`src/rtl/pipe_hazard_ctrl.sv`:
```
// Hazard control beside ID: tracks destination/control fields of the instructions in EX and MEM,
// raises load-use stalls and taken-branch flushes, and registers EX forwarding selects.
module pipe_hazard_ctrl #(
    parameter int unsigned ZERO_REG = 31,
    parameter int unsigned CNT_W    = 16
) (
    input  logic             clk,
    input  logic             reset,
    input  logic [4:0]       id_Rn,
    input  logic [4:0]       id_Rm,
    input  logic             id_useRn,
    input  logic             id_useRm,
    input  logic [4:0]       id_Rd,
    input  logic             id_RegWrite,
    input  logic             id_MemToReg,
    input  logic             id_flagWrite,
    input  logic             id_isCondBr,
    input  logic             ex_brTaken,
    output logic             pc_hold,
    output logic             ifid_hold,
    output logic             ifid_flush,
    output logic             idex_bubble,
    output logic [1:0]       fwdA_out,
    output logic [1:0]       fwdB_out,
    output logic             flagFwd_out,
    output logic [CNT_W-1:0] stall_cnt,
    output logic [CNT_W-1:0] flush_cnt
);

    localparam int unsigned      REG_W     = 5;
    localparam logic [REG_W-1:0] ZR        = REG_W'(ZERO_REG);
    localparam logic [1:0]       FWD_RF    = 2'b00;
    localparam logic [1:0]       FWD_EXMEM = 2'b01;
    localparam logic [1:0]       FWD_MEMWB = 2'b10;
    localparam logic [CNT_W-1:0] CNT_MAX   = '1;

    typedef enum logic {
        ST_RUN,
        ST_STALL
    } state_t;

    state_t r_state;
    state_t w_state_nxt;

    // Shadows only go as far as MEM: the regfile writes before it reads, so WB needs no forwarding.
    logic [REG_W-1:0] r_ex_rd;
    logic             r_ex_regwrite;
    logic             r_ex_memtoreg;
    logic             r_ex_flagwrite;
    logic [REG_W-1:0] r_mem_rd;
    logic             r_mem_regwrite;

    logic             w_lu;
    logic [1:0]       w_fwd_a;
    logic [1:0]       w_fwd_b;

    function automatic logic f_match(input logic use_r, input logic [REG_W-1:0] r,
                                     input logic s_rw, input logic [REG_W-1:0] s_rd);
        return use_r && s_rw && (s_rd == r) && (r != ZR);
    endfunction

    assign w_lu = r_ex_memtoreg &&
                  (f_match(id_useRn, id_Rn, r_ex_regwrite, r_ex_rd) ||
                   f_match(id_useRm, id_Rm, r_ex_regwrite, r_ex_rd));

    // Next-state and pipeline control; a taken branch overrides a load-use stall.
    always_comb begin
        w_state_nxt = r_state;
        pc_hold     = 1'b0;
        ifid_hold   = 1'b0;
        ifid_flush  = 1'b0;
        idex_bubble = 1'b0;
        if (!reset) begin
            case (r_state)
                ST_RUN: begin
                    if (ex_brTaken) begin
                        ifid_flush  = 1'b1;
                        idex_bubble = 1'b1;
                    end else if (w_lu) begin
                        pc_hold     = 1'b1;
                        ifid_hold   = 1'b1;
                        idex_bubble = 1'b1;
                        w_state_nxt = ST_STALL;
                    end
                end
                ST_STALL: begin
                    w_state_nxt = ST_RUN;
                    if (ex_brTaken) begin
                        ifid_flush  = 1'b1;
                        idex_bubble = 1'b1;
                    end
                end
                default: w_state_nxt = ST_RUN;
            endcase
        end
    end

    always_comb begin
        w_fwd_a = FWD_RF;
        w_fwd_b = FWD_RF;
        if (!idex_bubble) begin
            if (f_match(id_useRn, id_Rn, r_ex_regwrite, r_ex_rd))
                w_fwd_a = FWD_EXMEM;
            else if (f_match(id_useRn, id_Rn, r_mem_regwrite, r_mem_rd))
                w_fwd_a = FWD_MEMWB;
            if (f_match(id_useRm, id_Rm, r_ex_regwrite, r_ex_rd))
                w_fwd_b = FWD_EXMEM;
            else if (f_match(id_useRm, id_Rm, r_mem_regwrite, r_mem_rd))
                w_fwd_b = FWD_MEMWB;
        end
    end

    always_ff @(posedge clk) begin
        if (reset) begin
            r_state        <= ST_RUN;
            r_ex_rd        <= '0;
            r_ex_regwrite  <= 1'b0;
            r_ex_memtoreg  <= 1'b0;
            r_ex_flagwrite <= 1'b0;
            r_mem_rd       <= '0;
            r_mem_regwrite <= 1'b0;
            fwdA_out       <= FWD_RF;
            fwdB_out       <= FWD_RF;
            flagFwd_out    <= 1'b0;
            stall_cnt      <= '0;
            flush_cnt      <= '0;
        end else begin
            r_state        <= w_state_nxt;
            r_ex_rd        <= idex_bubble ? '0 : id_Rd;
            r_ex_regwrite  <= idex_bubble ? 1'b0 : id_RegWrite;
            r_ex_memtoreg  <= idex_bubble ? 1'b0 : id_MemToReg;
            r_ex_flagwrite <= idex_bubble ? 1'b0 : id_flagWrite;
            r_mem_rd       <= r_ex_rd;
            r_mem_regwrite <= r_ex_regwrite;
            fwdA_out       <= w_fwd_a;
            fwdB_out       <= w_fwd_b;
            flagFwd_out    <= id_isCondBr && r_ex_flagwrite && !idex_bubble;
            if (pc_hold && (stall_cnt != CNT_MAX))
                stall_cnt <= stall_cnt + CNT_W'(1);
            if (ifid_flush && (flush_cnt != CNT_MAX))
                flush_cnt <= flush_cnt + CNT_W'(1);
        end
    end

endmodule

```
`config.mk`:
```
export PLATFORM = sky130hd
export DESIGN_NAME = pipe_hazard_ctrl
export DESIGN_NICKNAME = d
export VERILOG_FILES = /design/src/rtl/pipe_hazard_ctrl.sv
export SDC_FILE = /design/constraint.sdc
export NUM_CORES = 1
export LEC_CHECK = 0
export BUFFER_PORTS_ARGS = -buffer_cell sky130_fd_sc_hd__buf_2
export CAP_MARGIN = 20
export CORE_ASPECT_RATIO = 0.9
export CORE_MARGIN = 1
export CORE_UTILIZATION = 56
export DETAILED_ROUTE_END_ITERATION = 6
export PLACE_DENSITY = 0.84
export SLEW_MARGIN = 20
export SYNTH_ARGS = -nofsm -noshare
export SYNTH_HDL_FRONTEND = slang
export SYNTH_SLANG_ARGS = --single-unit
export TNS_END_PERCENT = 1
```
`constraint.sdc`:
```
create_clock -name clk -period 3.6 [get_ports clk]
set_input_delay 0 -clock clk [delete_from_list [all_inputs] [get_ports clk]]
set_output_delay 0 -clock clk [all_outputs]
set_load 0.03 [all_outputs]
```
## Word-level counts from Yosys, hierarchy flattened

Cells that the tools add are included.

- Register bits: 52
- Bits of input ports: 24
- Output and inout port bits: 41
- Word-level logic and storage cells: 61

- Add/sub/neg operators: 2
- Equality and inequality tests: 8
- Muxes and demuxes: 14
- Bitwise operators: 1
- Reduce and logical (&&, ||, !) cells: 22

Operator list:

| kind | number |
|---|---|
| adder 16 x 1 -> 16 bit (second input constant) | 2 |
| != test 16 bit (second input constant) | 2 |
| == test 5 bit | 4 |
| logical AND 1 bit | 17 |
| 2-to-1 mux 1 bit | 10 |
| != test 5 bit (second input constant) | 2 |
| OR reduction 3 bit | 2 |
| 2-to-1 mux 2 bit | 2 |
| case mux 1 bit (2 select lines) | 2 |
| OR reduction 2 bit | 1 |
| zero test 1 bit | 1 |
| logical OR 1 bit | 1 |
| inverter 1 bit | 1 |

## Depth between registers and ports, before layout

Gate-level depths: netlist of run 1.

- Depth after elaboration: 11
- Gate-level depth with buffers: 9
- Depth with buffers taken out: 7

## Worst setup path before layout of run 1

Ideal clock, no wire load.

- Path type: register -> register
- Start point: register stall_cnt[0]
- End point: register stall_cnt[7]
- Arrival: 1991 ps
- Data required time: 3530 ps
- Setup slack: 1539 ps
- Stages on the path, launching flop included: 10
- Path buffers: 2
- Period minus slack after synthesis: 2061 ps
- Cells stage by stage: dfxtp_1 ha_1 nand3_1 nor4_1 a21oi_1 o21ai_1 buf_4 buf_6 o21ai_0 a21oi_1

- Longest elaborated chain between the ends: 2
- Elaborated cells between the ends (all ways): 3
- Those cells by class: add/sub (1); eq/ne (1); reduce/logical (1)

Ends and longest elaborated chain:

| element | line | RTL |
|---|---|---|
| start, declared | 26 | `output logic [CNT_W-1:0] stall_cnt,` |
| start signal, assigned | 139 | `stall_cnt <= stall_cnt + CNT_W'(1);` |
| branches (longest 2 deep; another with adder 16 x 1 -> 16 bit) | - |  |

Several ways; the timed one is not identified.
A chain may end at the register's enable or synchronous reset.

## Worst setup path after layout of run 1

- Start point: register r_ex_rd[3]
- End point: register fwdA_out[1]

- Longest elaborated chain between the ends: 10
- Elaborated cells between the ends (all ways): 13
- Those cells by class: eq/ne (2); mux (4); reduce/logical (7)

Ends and longest elaborated chain:

| element | line | RTL |
|---|---|---|
| start, declared | 46 | `logic [REG_W-1:0] r_ex_rd;` |
| start signal, assigned | 129 | `r_ex_rd <= idex_bubble ? '0 : id_Rd;` |
| == test 5 bit | 59 | `return use_r && s_rw && (s_rd == r) && (r != ZR);` |
| logical AND 1 bit (2 in series) | 59 |  |
| logical OR 1 bit | 63 | `(f_match(id_useRn, id_Rn, r_ex_regwrite, r_ex_rd) \|\|` |
| logical AND 1 bit | 62 | `assign w_lu = r_ex_memtoreg &&` |
| 2-to-1 mux 1 bit | 79 | `end else if (w_lu) begin` |
| 2-to-1 mux 1 bit | 76 | `if (ex_brTaken) begin` |
| case mux 1 bit (2 select lines) | 74 | `case (r_state)` |
| 2-to-1 mux 1 bit | 73 | `if (!reset) begin` |
| OR reduction 3 bit (no source line) (*) | - |  |
| end signal, assigned | 135 | `fwdA_out <= w_fwd_a;` |
| end, declared | 23 | `output logic [1:0] fwdA_out,` |

Mark *: on every way between the ends. The rest lies on a longest branch, timed or not.

==> results.sh, run 1 <==
export IMPL_final_layout_size_suffix_gt1_share_pct=23.6
export IMPL_synth_seq_cells=52
export IMPL_setup_violations=0
export IMPL_globalRouteOverflowTotal=0
export IMPL_routed_wl_mm=4.95
export IMPL_layout_min_cycle_time_ps=2080
export IMPL_cts_resized=0
export IMPL_cts_tree="done"
export IMPL_start_kind="flip-flop"
export IMPL_start_util_pct=59.5
export IMPL_slew_violations=0
export IMPL_viasPerCell=5.41
export IMPL_num_vias=2116
export IMPL_setup_slack_ps=1520
export IMPL_die_area_mm2=0.00465
export IMPL_placement_rows=22
export IMPL_powerDensity_mw_per_mm2=342
export IMPL_worstPathRequired_ps=3830
export IMPL_htree_levels=2
export IMPL_cap_viol_max_count=0
export IMPL_dpl_hpwl_mm=3.56
export IMPL_slew_headroom_pct=42.1
export IMPL_wire_per_inst_um=12.7
export IMPL_crit_type="reg -> reg"
export IMPL_core_area_mm2=0.00413
export IMPL_grt_pass1_wl_mm=8.35
export IMPL_slowest_stage="a21boi_0"
export IMPL_grt_max_degree=46
export IMPL_irDropWorstVdd_mv=0.307
export IMPL_synthArstFlopShare_pct=0
export IMPL_rsz0062_at_grt="no"
export IMPL_nFillCells=320
export IMPL_syn_inst=276
export IMPL_remaining_drc_errors=0
export IMPL_chipHeight_um=64.8
export IMPL_synthesis_area_mm2=0.00245
export IMPL_cp_arrival_ps=2310
export IMPL_finalCritPeriodShare_pct=57.6
export IMPL_crit_family="simple AND/OR/NAND/NOR gates"
export IMPL_ys_types=42
export IMPL_clk_pin_slew_worst_paths_ps=80
export IMPL_cts_buffers=5
export IMPL_avgSynthCellArea_um2=8.89
export IMPL_rrSetupSlack_ps=1520
export IMPL_post_cts_setup_buffers=0
export IMPL_synth_edf_count=0
export IMPL_cp_num_buf_inv=0
export IMPL_fin_setup_tns_ps=0
export IMPL_gp_congestion=0.852
export IMPL_worstSkewPairLatency_ps=300
export IMPL_diodes=0
export IMPL_area_delta_synth_final_pct=19.2
export IMPL_antenna_found_initial=0
export IMPL_grt_pass1_vias=1887
export IMPL_crit_chain="xnor2_1, nand4_1, or3_1, nand2_1, a21boi_0, and4_2"
export IMPL_yosysWarningCount=0
export IMPL_fin_nets=368
export IMPL_worstMarginPinSlew_ps=861
export IMPL_cellLeakagePower_nw=1.20
export IMPL_skew_ps=9.45
export IMPL_clockBufferDepth=2
export IMPL_worstSetupEndpointType="flip-flop"
export IMPL_yosysSeqAreaShare_pct=42.4
export IMPL_status="finished clean"
export IMPL_clock_fmax_mhz=482
export IMPL_hold_buffers=9
export IMPL_hold_violations=0
export IMPL_syn_num_nets=302
export IMPL_hold_path_class="in -> reg"
export IMPL_ios=65
export IMPL_crit_fanout=11
export IMPL_cts_sinks=52
export IMPL_pre_cts_ws_ps=1250
export IMPL_drtPass1Iterations=4
export IMPL_drt_iter0_markers=150
export IMPL_synthFlopType="dfxtp_1"
export IMPL_die_w_um=71.8
export IMPL_ant_nets=0
export IMPL_grt_use_total_pct=22.7
export IMPL_root_buffer="clkbuf_8"
export IMPL_cpPeakStageDelay_ps=690
export IMPL_portBuffers=64
==> placed cells by master, fill, tap and decap left out, drive strengths merged, types with 6 or more instances in the layout <==
cell type and count:
buf 64, dfxtp 52, nor2 23, nand2 21, xnor2 20, a21oi 20
nand3 17, xor2 15, or3 11, o21ai 11, and2 9, dlygate4sd3 9
nor2b 8, nand4 8, clkbuf 8, nor4 7, and3 6
==> Yosys cell counts (2+ instances only) <==
cell / number / share of area, %
a211oi_1: 2 / 0.61
a21boi_0: 2 / 0.61
a21oi_1: 19 / 3.9
and2_1: 9 / 2.3
and3_1: 6 / 1.5
and4_1: 2 / 0.71
buf_2: 2 / 0.41
buf_4: 2 / 0.61
buf_6: 4 / 1.8
clkbuf_1: 5 / 0.76
dfxtp_1: 52 / 42
ha_1: 2 / 1.0
inv_1: 4 / 0.61
nand2_1: 21 / 3.2
nand3_1: 16 / 3.3
nand4_1: 7 / 1.8
nand4b_1: 2 / 0.71
nor2_1: 22 / 3.4
nor2b_1: 8 / 2.0
nor3_1: 4 / 0.82
nor4_1: 6 / 1.5
o21ai_0: 8 / 1.6
o21ai_1: 3 / 0.61
o31ai_1: 4 / 1.2
or3_1: 11 / 2.8
or4_1: 4 / 1.2
xnor2_1: 20 / 7.1
xor2_1: 15 / 5.4
==> final cells by class <==
| type | count | area, um2 | share of cell area, % |
|---|---|---|---|
| Clock buffer | 8 | 90.1 | 3.08 |
| Inverter | 4 | 15.0 | 0.513 |
| Multi-Input combinational cell | 206 | 1310 | 44.7 |
| Sequential cell | 52 | 1040 | 35.6 |
| Tap cell | 48 | 60.1 | 2.05 |
| Timing Repair Buffer | 73 | 410 | 14.0 |
==> stage by stage <==
step,power [W],util [%],hold WS (ps),cells,instance area (um2)
6_report,0.00100,70.8,45.6,391,2930
5_1_grt,0.00104,70.8,51.4,391,2930
4_1_cts,0.00101,70.8,30.7,391,2920
3_5_place_dp,0.000675,66.4,204,374,2740
3_3_place_gp,0.000673,66.4,200,374,2740
2_1_floorplan,0.000650,-,122,276,2450
==> registers in the layout, summed over array words and instances (netlist names), 2 cells and up <==
signal,count
flush_cnt,16
fwdA_out,2
fwdB_out,2
r_ex_rd,5
r_mem_rd,5
stall_cnt,16
==> worst paths after layout <==
| kind | end | start | depth (start not counted) |
|---|---|---|---|
| min | fwdB_out[0]$_SDFF_PP0_ | ex_brTaken | 2 |
| max reg2reg | fwdA_out[1]$_SDFF_PP0_ | r_ex_rd[3]$_SDFF_PP0_ | 6 |
| min reg2reg | flagFwd_out$_SDFF_PP0_ | r_ex_flagwrite$_SDFF_PP0_ | 1 |
| max | fwdA_out[1]$_SDFF_PP0_ | r_ex_rd[3]$_SDFF_PP0_ | 6 |
==> routing by layer <==
metal  up-vias  routed length (um)  GRT usage (%)
met3         2                 197           5.75
li1       1097                   -              -
met5         -                   0              0
met2        36                2340           36.4
met1       981                2390           30.7
met4         0                  25           5.15
==> cell families after synthesis <==
logic type / count (synthesis) / share of synthesized area (%)
simple gates: 126 / 28.5
flops: 52 / 42.4
compound gates: 42 / 10.5
xor+xnor: 35 / 12.5
buf+inv: 18 / 4.43
fa+ha+maj: 2 / 1.02
mux: 1 / 0.611
==> report_power, final <==
part	internal (W)	total, W	switching (W)
registers	0.000582	0.000590	0.00000737
clock network	0.000157	0.000330	0.000173
logic	0.0000375	0.0000795	0.0000419
No activity file was read; power rests on OpenSTA's default activity.
==> run 2: changes to the inputs <==
--- a/config.mk
+++ b/config.mk
@@ -9,9 +9,9 @@
 export CAP_MARGIN = 20
 export CORE_ASPECT_RATIO = 0.9
 export CORE_MARGIN = 1
-export CORE_UTILIZATION = 56
+export CORE_UTILIZATION = 47
 export DETAILED_ROUTE_END_ITERATION = 6
-export PLACE_DENSITY = 0.84
+export PLACE_DENSITY = 0.75
 export SLEW_MARGIN = 20
 export SYNTH_ARGS = -nofsm -noshare
 export SYNTH_HDL_FRONTEND = slang
==> constraint.sdc (replaced) <==
create_clock -name clk -period 1.9 [get_ports clk]
set_input_delay 0 -clock clk [delete_from_list [all_inputs] [get_ports clk]]
set_output_delay 0 -clock clk [all_outputs]
set_load 0.03 [all_outputs]
==> results.sh, run 2 (synthesized netlist as in run 1, its figures left out) <==
export IMPL_rrSetupSlack_ps=30
export IMPL_skew_ps=13.9
export IMPL_hold_path_class="in -> reg"
export IMPL_powerDensity_mw_per_mm2=640
export IMPL_whs_ps=38.6
export IMPL_met2WireLength_mm=2.67
export IMPL_diodes=0
export IMPL_clock_fmax_mhz=527
export IMPL_largest_registers="flush_cnt x16, stall_cnt x16"
export IMPL_viasPerCell=5.24
export IMPL_wl_met3_um=298
export IMPL_wire_per_inst_um=13.2
export IMPL_setup_slack_ps=3.63
export IMPL_ant_nets=0
export IMPL_globalRouteOverflowTotal=0
export IMPL_crit_type="reg -> out"
export IMPL_cts_sinks=52
export IMPL_chipHeight_um=70.6
export IMPL_drtPass1Iterations=4
export IMPL_finalCritPeriodShare_pct=99.8
export IMPL_antenna_found_initial=0
export IMPL_root_buffer="clkbuf_8"
export IMPL_layout_min_cycle_time_ps=1900
export IMPL_cellLeakagePower_nw=1.36
export IMPL_clockBufferDepth=2
export IMPL_cp_arrival_ps=1900
export IMPL_grt_max_degree=28
export IMPL_worstSetupEndpointType="output port"
export IMPL_layout_commonest_cell="buf_2"
export IMPL_clkPwrFrac_pct=38.0
export IMPL_final_layout_size_suffix_gt1_share_pct=35.6
export IMPL_irDropWorstVdd_mv=0.565
export IMPL_htree_levels=2
export IMPL_min_from="ex_brTaken"
export IMPL_fin_nets=393
export IMPL_worstMarginPinSlew_ps=481
export IMPL_grt_pass1_wl_mm=9.40
export IMPL_die_area_mm2=0.00552
export IMPL_dpl_hpwl_mm=4.11
export IMPL_setup_violations=0
export IMPL_cts_buffers=5
export IMPL_portBuffers=64
export IMPL_gp_congestion=0.957
export IMPL_crit_chain="xnor2_1, nand4_1, or3_4, a21oi_4, buf_4, buf_4"
export IMPL_ios=65
export IMPL_top_layer="met4"
export IMPL_status="finished clean"
export IMPL_p_seq_share_pct=53.9
export IMPL_remaining_drc_errors=0
export IMPL_slew_violations=0
export IMPL_hold_violations=0
export IMPL_grt_pass1_vias=2092
export IMPL_routed_wl_mm=5.70
export IMPL_placement_rows=24
export IMPL_cap_viol_max_count=0
export IMPL_crit_fanout=6
export IMPL_final_cell_mix="61 x buf_2, 37 x dfxtp_1, 26 x buf_4"
export IMPL_rsz0062_at_grt="yes"
export IMPL_start_kind="flip-flop"
export IMPL_area_delta_synth_final_pct=31.9
export IMPL_die_w_um=78.2
export IMPL_worstPathRequired_ps=1900
export IMPL_p_sw_w=0.000491
export IMPL_drt_iter0_markers=103
export IMPL_startpoint="r_ex_rd[4]$_SDFF_PP0_"
export IMPL_start_util_pct=49.8
export IMPL_netSwitchingFraction_pct=23.7
export IMPL_cpPeakStageDelay_ps=410
export IMPL_slew_headroom_pct=67.6
export IMPL_p_comb_share_pct=8.1
export IMPL_num_vias=2268
export IMPL_worstSkewPairLatency_ps=310
export IMPL_clk_pin_slew_worst_paths_ps=110
export IMPL_slowest_stage="or3_4"
export IMPL_p_int_w=0.00158
export IMPL_cts_tree="done"
export IMPL_core_area_mm2=0.00492
export IMPL_m1WireLength_mm=2.66
export IMPL_r2r_start="r_ex_rd[4]$_SDFF_PP0_"
export IMPL_nFillCells=440
export IMPL_grt_use_total_pct=21.4
export IMPL_crit_top_cell="buf_4"
export IMPL_pre_cts_ws_ps=-15.1
-- run 2: layout make-up --
cell class / count / area [um2] / share of cell area [%]
Timing Repair Buffer: 98 / 618 / 19.1
Clock inverter: 3 / 47.5 / 1.47
Sequential cell: 52 / 1060 / 32.7
Inverter: 4 / 15.0 / 0.464
Multi-Input combinational cell: 206 / 1350 / 41.6
Clock buffer: 5 / 68.8 / 2.13
Tap cell: 65 / 81.3 / 2.51
-- run 2: path summary, 6_finish.rpt --
check,cells after the start,to
setup / recovery,6,pc_hold
setup reg to reg,7,stall_cnt[9]$_SDFFE_PP0P_
hold / removal,4,flush_cnt[1]$_SDFFE_PP0P_
hold reg to reg,1,flagFwd_out$_SDFF_PP0_
-- run 2: worst max-delay path, delay by kind of cell (launching register included) --
| family | cells | cell delay, ps |
|---|---|---|
| AND/OR/NAND/NOR | 2 | 580 |
| flip-flops | 1 | 350 |
| buffers and inverters | 2 | 290 |
| XOR/XNOR | 1 | 180 |
| AO/OA/AOI/OAI | 1 | 180 |
-- run 2: power groups by stage --
stage / Combinational (W) / Sequential, W / Clock, W
after floorplan: 0.0000812 / 0.00115 / 0
after global placement: 0.000148 / 0.00114 / 0
after detailed placement: 0.000150 / 0.00114 / 0
after CTS: 0.000166 / 0.00112 / 0.000809
after global routing: 0.000184 / 0.00112 / 0.000854
final: 0.000168 / 0.00112 / 0.000788
-- run 2: timing repair --
item	4_1_cts	5_1_grt
buffers inserted	0	2
hold buffers	9	0
gates resized for setup	6	8
endpoints found under the hold margin	9	0
pin swaps	1	6
endpoints found under the setup margin	5	35
-- run 2: through the flow --
stage          cells  power (W)  TNS, ps  util, %  instance area [um2]
6_report         433    0.00207        0     65.8                 3240
5_1_grt          433    0.00216     -410     65.8                 3240
4_1_cts          431    0.00209        0     64.9                 3200
3_5_place_dp     414    0.00129    -20.0     60.2                 2960
3_3_place_gp     414    0.00129        0     60.2                 2960
2_1_floorplan    276    0.00123    -16.4        -                 2470
-- run 2: per-layer routing --
layer | vias up | GRT usage (%)
met2 | 67 | 35.2
li1 | 1143 | -
met4 | 0 | 7.41
met1 | 1051 | 28.1
met3 | 7 | 4.52
met5 | - | 0
